$ cat config.mk
export PLATFORM = sky130hd
export DESIGN_NAME = mem_arbiter
export DESIGN_NICKNAME = d
export VERILOG_FILES = /design/src/rtl/mem_arbiter.sv
export SDC_FILE = /design/constraint.sdc
export NUM_CORES = 1
export LEC_CHECK = 0
export BUFFER_PORTS_ARGS = -buffer_cell sky130_fd_sc_hd__buf_2
export CORE_AREA = 2 2 335 337
export DETAILED_ROUTE_END_ITERATION = 6
export DIE_AREA = 0 0 337 339
export PLACE_DENSITY = 0.33
export RECOVER_POWER = 25
export SLEW_MARGIN = 20
export SYNTH_ARGS = -nofsm -noshare
export SYNTH_HDL_FRONTEND = slang
export SYNTH_SLANG_ARGS = --single-unit
$ cat constraint.sdc
create_clock -name clk -period 2 [get_ports clk]
set_input_delay 0.1 -clock clk [delete_from_list [all_inputs] [get_ports clk]]
set_output_delay 0.1 -clock clk [all_outputs]
set_load 0.005 [all_outputs]
$ cat src/rtl/mem_arbiter.sv
// Round-robin arbiter sharing one block memory between the I-cache and D-cache ports.
// The winning request is latched at grant; the memory response is routed to the winner only.
module mem_arbiter #(
  parameter int AW = 28,
  parameter int DW = 128
) (
  input  logic          clk,
  input  logic          rst_n,
  input  logic          ic_read,
  input  logic          ic_write,
  input  logic [AW-1:0] ic_addr,
  input  logic [DW-1:0] ic_wdata,
  output logic [DW-1:0] ic_rdata,
  output logic          ic_ready,
  input  logic          dc_read,
  input  logic          dc_write,
  input  logic [AW-1:0] dc_addr,
  input  logic [DW-1:0] dc_wdata,
  output logic [DW-1:0] dc_rdata,
  output logic          dc_ready,
  output logic          mem_read,
  output logic          mem_write,
  output logic [AW-1:0] mem_addr,
  output logic [DW-1:0] mem_wdata,
  input  logic [DW-1:0] mem_rdata,
  input  logic          mem_ready
);

  typedef enum logic [1:0] {
    IDLE  = 2'd0,
    GNT_I = 2'd1,
    GNT_D = 2'd2
  } state_t;

  state_t        state_r;
  state_t        state_s;
  logic          last_gnt_r;   // 1 = D-cache served last
  logic          op_we_r;
  logic [AW-1:0] op_addr_r;
  logic [DW-1:0] op_wdata_r;

  logic req_i_s;
  logic req_d_s;
  logic grant_s;
  logic pick_d_s;
  logic gnt_s;

  assign req_i_s = ic_read | ic_write;
  assign req_d_s = dc_read | dc_write;

  // Next-state and grant decision
  always_comb begin
    state_s  = state_r;
    grant_s  = 1'b0;
    pick_d_s = 1'b0;
    case (state_r)
      IDLE: begin
        if (req_i_s && req_d_s) begin
          grant_s  = 1'b1;
          pick_d_s = ~last_gnt_r;
        end else if (req_d_s) begin
          grant_s  = 1'b1;
          pick_d_s = 1'b1;
        end else if (req_i_s) begin
          grant_s  = 1'b1;
          pick_d_s = 1'b0;
        end else begin
          grant_s  = 1'b0;
          pick_d_s = 1'b0;
        end
        if (grant_s) begin
          state_s = pick_d_s ? GNT_D : GNT_I;
        end else begin
          state_s = IDLE;
        end
      end
      GNT_I, GNT_D: begin
        if (mem_ready) begin
          state_s = IDLE;
        end else begin
          state_s = state_r;
        end
      end
      default: begin
        state_s = IDLE;
      end
    endcase
  end

  // Memory strobes drop in the ready cycle so the memory never sees a second request
  always_comb begin
    gnt_s     = (state_r == GNT_I) || (state_r == GNT_D);
    mem_read  = gnt_s & ~op_we_r & ~mem_ready;
    mem_write = gnt_s & op_we_r & ~mem_ready;
    ic_ready  = (state_r == GNT_I) & mem_ready;
    dc_ready  = (state_r == GNT_D) & mem_ready;
    mem_addr  = op_addr_r;
    mem_wdata = op_wdata_r;
    ic_rdata  = mem_rdata;
    dc_rdata  = mem_rdata;
  end

  // State, round-robin history and latched request
  always_ff @(posedge clk or negedge rst_n) begin
    if (!rst_n) begin
      state_r    <= IDLE;
      last_gnt_r <= 1'b0;
      op_we_r    <= 1'b0;
      op_addr_r  <= {AW{1'b0}};
      op_wdata_r <= {DW{1'b0}};
    end else begin
      state_r <= state_s;
      if (grant_s) begin
        last_gnt_r <= pick_d_s;
        op_we_r    <= pick_d_s ? dc_write : ic_write;
        op_addr_r  <= pick_d_s ? dc_addr  : ic_addr;
        op_wdata_r <= pick_d_s ? dc_wdata : ic_wdata;
      end else begin
        last_gnt_r <= last_gnt_r;
        op_we_r    <= op_we_r;
        op_addr_r  <= op_addr_r;
        op_wdata_r <= op_wdata_r;
      end
    end
  end

endmodule
# Yosys cells after proc, flatten, opt, wreduce, memory -nomap -nowiden
# Cells that the tools add are included.
# Widths: inputs -> output; s select.
totals:
  ff_bits: 160
  wordCells: 39
op_classes:
  n_eq_ne: 3
  n_mux: 16
  n_bitwise: 11
  reduce_logical: 4
ops:
  columns: ["operator", "n"]
  rows:
  - ["$mux 128", 1]
  - ["$mux 28", 1]
  - ["$mux 1", 10]
  - ["$and 1x1->1", 6]
  - ["$mux 2", 3]
  - ["$pmux 2 s2", 1]
  - ["$not 1->1", 3]
  - ["$eq 2x1->1 const B", 1]
  - ["$eq 2x2->1 const B", 1]
  - ["$logic_not 2->1", 1]
  - ["$ne 2x2->1 const B", 1]
  - ["$or 1x1->1", 2]
  - ["$reduce_or 2->1", 1]
  - ["$logic_and 1x1->1", 1]
  - ["$logic_or 1x1->1", 1]

# Longest topological paths before layout
depth:
  depth_word: 7
  ltp_mapped: 7

# Worst setup path before layout
# OpenSTA, ideal clock, no wires.
synth_path:
  path_type: "register -> register"
  start: "register state_r[0]"
  end: "register op_wdata_r[100], in the netlist mem_wdata[100]"
  arrival_time_ps: 1619
  path_slack_ps: 286
  stages_incl_launch_ff: 8
  n_path_buf: 2
  period_less_slack_ps: 1714
  path_cell_list: "dfrtp_1 inv_1 ha_1 o21a_1 buf_2 clkbuf_1 a21oi_1 o31ai_1"
synth_via:
  elab_chain_cells: 3
  elab_cells_between_ends: 4
  classes_between: "3 x mux; 1 x reduce/logical"
synth_rtl:
  columns: ["item", "line_no", "rtl"]
  rows:
  - ["from (decl)", "35", "state_t state_r;"]
  - ["from (signal assigned)", "112", "state_r <= state_s;"]
  - ["$logic_not 2->1 *", "56", "case (state_r)"]
  - ["$mux 1", "56", null]
  - ["$mux 128", "117", "op_wdata_r <= pick_d_s ? dc_wdata : ic_wdata;"]
  - ["to (signal assigned)", "110", "op_wdata_r <= {DW{1'b0}};"]
  - ["to (signal assigned)", "117", null]
  - ["to (signal assigned)", "122", "op_wdata_r <= op_wdata_r;"]
  - ["to (decl)", "40", "logic [DW-1:0] op_wdata_r;"]
# Mark *: on every way between the ends. The rest lies on a longest branch, timed or not.
# A chain may end at the register's enable or synchronous reset.

# Worst setup path in the final report
layout_path:
  start: "register state_r[0]"
  end: "output port mem_read"
layout_via:
  elab_chain_cells: 4
  elab_cells_between_ends: 5
  classes_between: "2 x eq/ne; 2 x bitwise; 1 x reduce/logical"
layout_rtl:
  columns: ["item", "line_no", "rtl"]
  rows:
  - ["$eq 2x1->1 or $eq 2x2->1 (tied branches)", "92", "gnt_s = (state_r == GNT_I) || (state_r == GNT_D);"]
  - ["$logic_or 1x1->1 *", "92", null]
  - ["$and 1x1->1 * (2 in series)", "93", "mem_read = gnt_s & ~op_we_r & ~mem_ready;"]
  - ["to (decl)", "21", "output logic mem_read,"]
# Marked as above.

==> impl_metrics.ini <==
[setup_path]
worst-r2r-setup-slack_ns = 0.23
crit_path_start_kind = register
crit_end = mem_read
cp-startpoint = state_r[0]
path_class = register to output pin
r2r_start = state_r[0]
ff2ff_path_depth = 7
r2r-end = mem_wdata[46]
worst-path-max-fanout = 6
crit_required_ns = 1.90
critical_path.endpoint_type = output pin
arrival_ns = 1.73

[logic_synthesis]
ys_seq_elements = 160
syn_avg_cell_area_um2 = 8.42
synth_adder_area_share_pct = 0.381
synth_compound_area_share_pct = 20.6
synth.distinct_cells = 21
synthSimpleGateAreaFrac_pct = 14.6
syn_inst = 1171
synth_xor_area_share_pct = 0
ys_warn_count = 0
synth_area_um2 = 9860
ys_seq_area_share_pct = 40.6
synth.mux.area_fraction_pct = 0
synth_nets = 1621
synth_top_family_by_area = buffers and inverters

[finish]
fin_area_um2 = 16400
nFillCells = 12600
drive_gt1_share_pct = 34.8
instances_no_fill = 3209
layout.nets = 2157
multi_input_area_um2 = 3550
register_area_um2 = 4000
final_core_util_pct = 14.9
area_delta_synth_final_pct = 66.5

[placement]
numPlacedInstances = 2861
placement.io_buffers = 478
dpl.hpwl_um = 46400
place_area_um2 = 12700
place.gp.congestion = 0.745

[sta]
slew_viol_final = 0
rsz0062_at_grt = no
worst_hold_slack_ns = 0.0688
fin_crit_ns = 1.83
worst_pin_slew_ns = 0.434
fin_skew_ns = 0.0202
timing.fmax_ghz = 0.548
hold_viol_final = 0
setup_viol = 0
slew_headroom_pct = 71.1
tns_ns = 0
post-route-period-util_pct = 91.3

[global_routing]
grt_remaining_overflow = 0
grt_pass1_wl_um = 81000
antenna_found_initial = 5
grt_max_degree = 61
grt.total_usage_pct = 10.0
grt_pass1_vias = 11000

[detailed_routing]
drt_iter0_markers = 455
drc = 0
drtAntennaViolNets = 0
vias_per_cell = 3.21
post_drt_wl_per_cell_um = 18.3
first_pass_iters = 5
vias = 10300
drt-total-wl_um = 58600

[floorplan]
boundaryPins = 863
die_area_um2 = 114000
die_w_um = 337
start_util_pct = 8.94
core_um2 = 110000
rows = 122
chipHeight_um = 339

[clocking]
cts_setup_buffers = 0
cts_tree = done
cts.sinks = 160
worstSkewPairLatency_ns = 0.51
clockRootBuffer = clkbuf_16
clk_pin_slew_ns = 0.08
h-tree-depth = 4
cts_buffers = 17
clockBufferDepth = 2

[run]
cap_viol_max_count = 0

[power]
leakagePower_nw = 7.10
p_per_area_nw_per_um2 = 1240
ir_drop_v = 0.000685

[run_status]
run_status = complete, no violations

[worst_hold_path]
hold_class = input port to register
whs_path_depth = 3
==> state kept, by name, summed over array words and instances (netlist names) <==
name	count
last_gnt_r	1
mem_addr	28
mem_wdata	128
op_we_r	1
state_r	2
==> cell type report <==
| class | instances | share of cell area (%) |
|---|---|---|
| repair buffers | 875 | 39.2 |
| flip-flops and latches | 160 | 24.4 |
| multi-input cells | 651 | 21.6 |
| well taps | 1488 | 11.3 |
| clock buffers | 18 | 2.67 |
| clock inverters | 14 | 0.777 |
| inverters | 2 | 0.0457 |
| diodes | 1 | 0.0152 |
==> critical path, stage by stage (launching register included) <==
cell     delay [ns]
dfrtp_1        0.38
inv_1          0.07
ha_1           0.28
nor2b_4        0.20
nor2b_1        0.15
buf_2          0.14
==> what timing repair did <==
action                                  4_1_cts  5_1_grt
endpoints found under the setup margin        2        2
resized for setup                             1        1
hold buffers                                315        0
hold endpoints to repair                    319        0
==> layout by cell type (no fill, tap or decap) <==
| master | instances |
|---|---|
| nor2b_1 | 1 |
| nand2_1 | 163 |
| inv_1 | 2 |
| o31ai_1 | 156 |
| inv_8 | 1 |
| nand2b_1 | 1 |
| inv_6 | 4 |
| dlygate4sd3_1 | 315 |
| nand3b_1 | 1 |
| nor2_4 | 1 |
| clkinv_2 | 4 |
| o21ai_4 | 1 |
| o41ai_4 | 1 |
| nor3_1 | 156 |
| diode_2 | 1 |
| clkinvlp_4 | 3 |
| clkbuf_8 | 2 |
| o21a_4 | 2 |
| o221ai_1 | 1 |
| buf_4 | 61 |
| ha_1 | 3 |
| o21ai_0 | 3 |
| buf_12 | 21 |
| buf_2 | 477 |
| clkinv_4 | 1 |
| bufinv_16 | 1 |
| a21oi_1 | 157 |
| nor2b_4 | 1 |
| and2_1 | 3 |
| dfrtp_1 | 160 |
| clkbuf_16 | 17 |
==> metal layers <==
layer	vias up	routed length [µm]	global-route usage (%)	share of wire, %
met5	-	35	0	0.060
met4	6	1570	3.75	2.7
met3	95	4830	3.59	8.2
met2	579	29000	17.5	50
met1	4705	23200	11.0	39
li1	4910	-	-	-
==> how the worst min path moves through the flow <==
stage          startpoint            end  slack [ns]
6_report          ic_read     state_r[0]        0.07
5_1_grt           ic_read     state_r[0]        0.06
4_1_cts           ic_read        op_we_r       0.007
3_5_place_dp        rst_n  mem_wdata[12]        0.08
3_3_place_gp        rst_n  mem_wdata[12]        0.09
2_1_floorplan       rst_n     last_gnt_r       -0.20
==> synthesized netlist by cell type (all sizes together) <==
cell type | instances | share of area, %
nand2 | 163 | 6.2
o21ai | 4 | 0.20
nor3 | 156 | 7.9
o41ai | 1 | 0.28
nor2b | 2 | 0.13
clkbuf | 61 | 2.3
nand2b | 1 | 0.063
a21oi | 157 | 8.0
and2 | 3 | 0.19
nand3b | 1 | 0.076
inv | 2 | 0.076
ha | 3 | 0.38
nor2 | 1 | 0.038
dfrtp | 160 | 41
o221ai | 1 | 0.089
buf | 297 | 21
o31ai | 156 | 12
o21a | 2 | 0.15
==> report_power, final <==
group          switching, mW  internal, mW  total, mW
combinational           6.44          4.61       11.0
sequential             0.900          4.88       5.78
clock                   1.77          1.76       3.53
total                   9.11          11.3       20.4
==> logic make-up after synthesis <==
group / after synthesis
simple gates: 327
flops: 160
fa+ha+maj: 3
buf+inv: 360
compound gates: 321
==> per-stage QoR <==
step | power, mW | setup slack, ns
floorplan | 11.0 | 0.286
global placement | 16.9 | 0.285
detailed placement | 16.8 | 0.246
CTS | 21.1 | 0.0206
global route | 22.2 | 0.0322
finish | 20.4 | 0.174
Note: power is estimated with default switching activity, not from simulation.
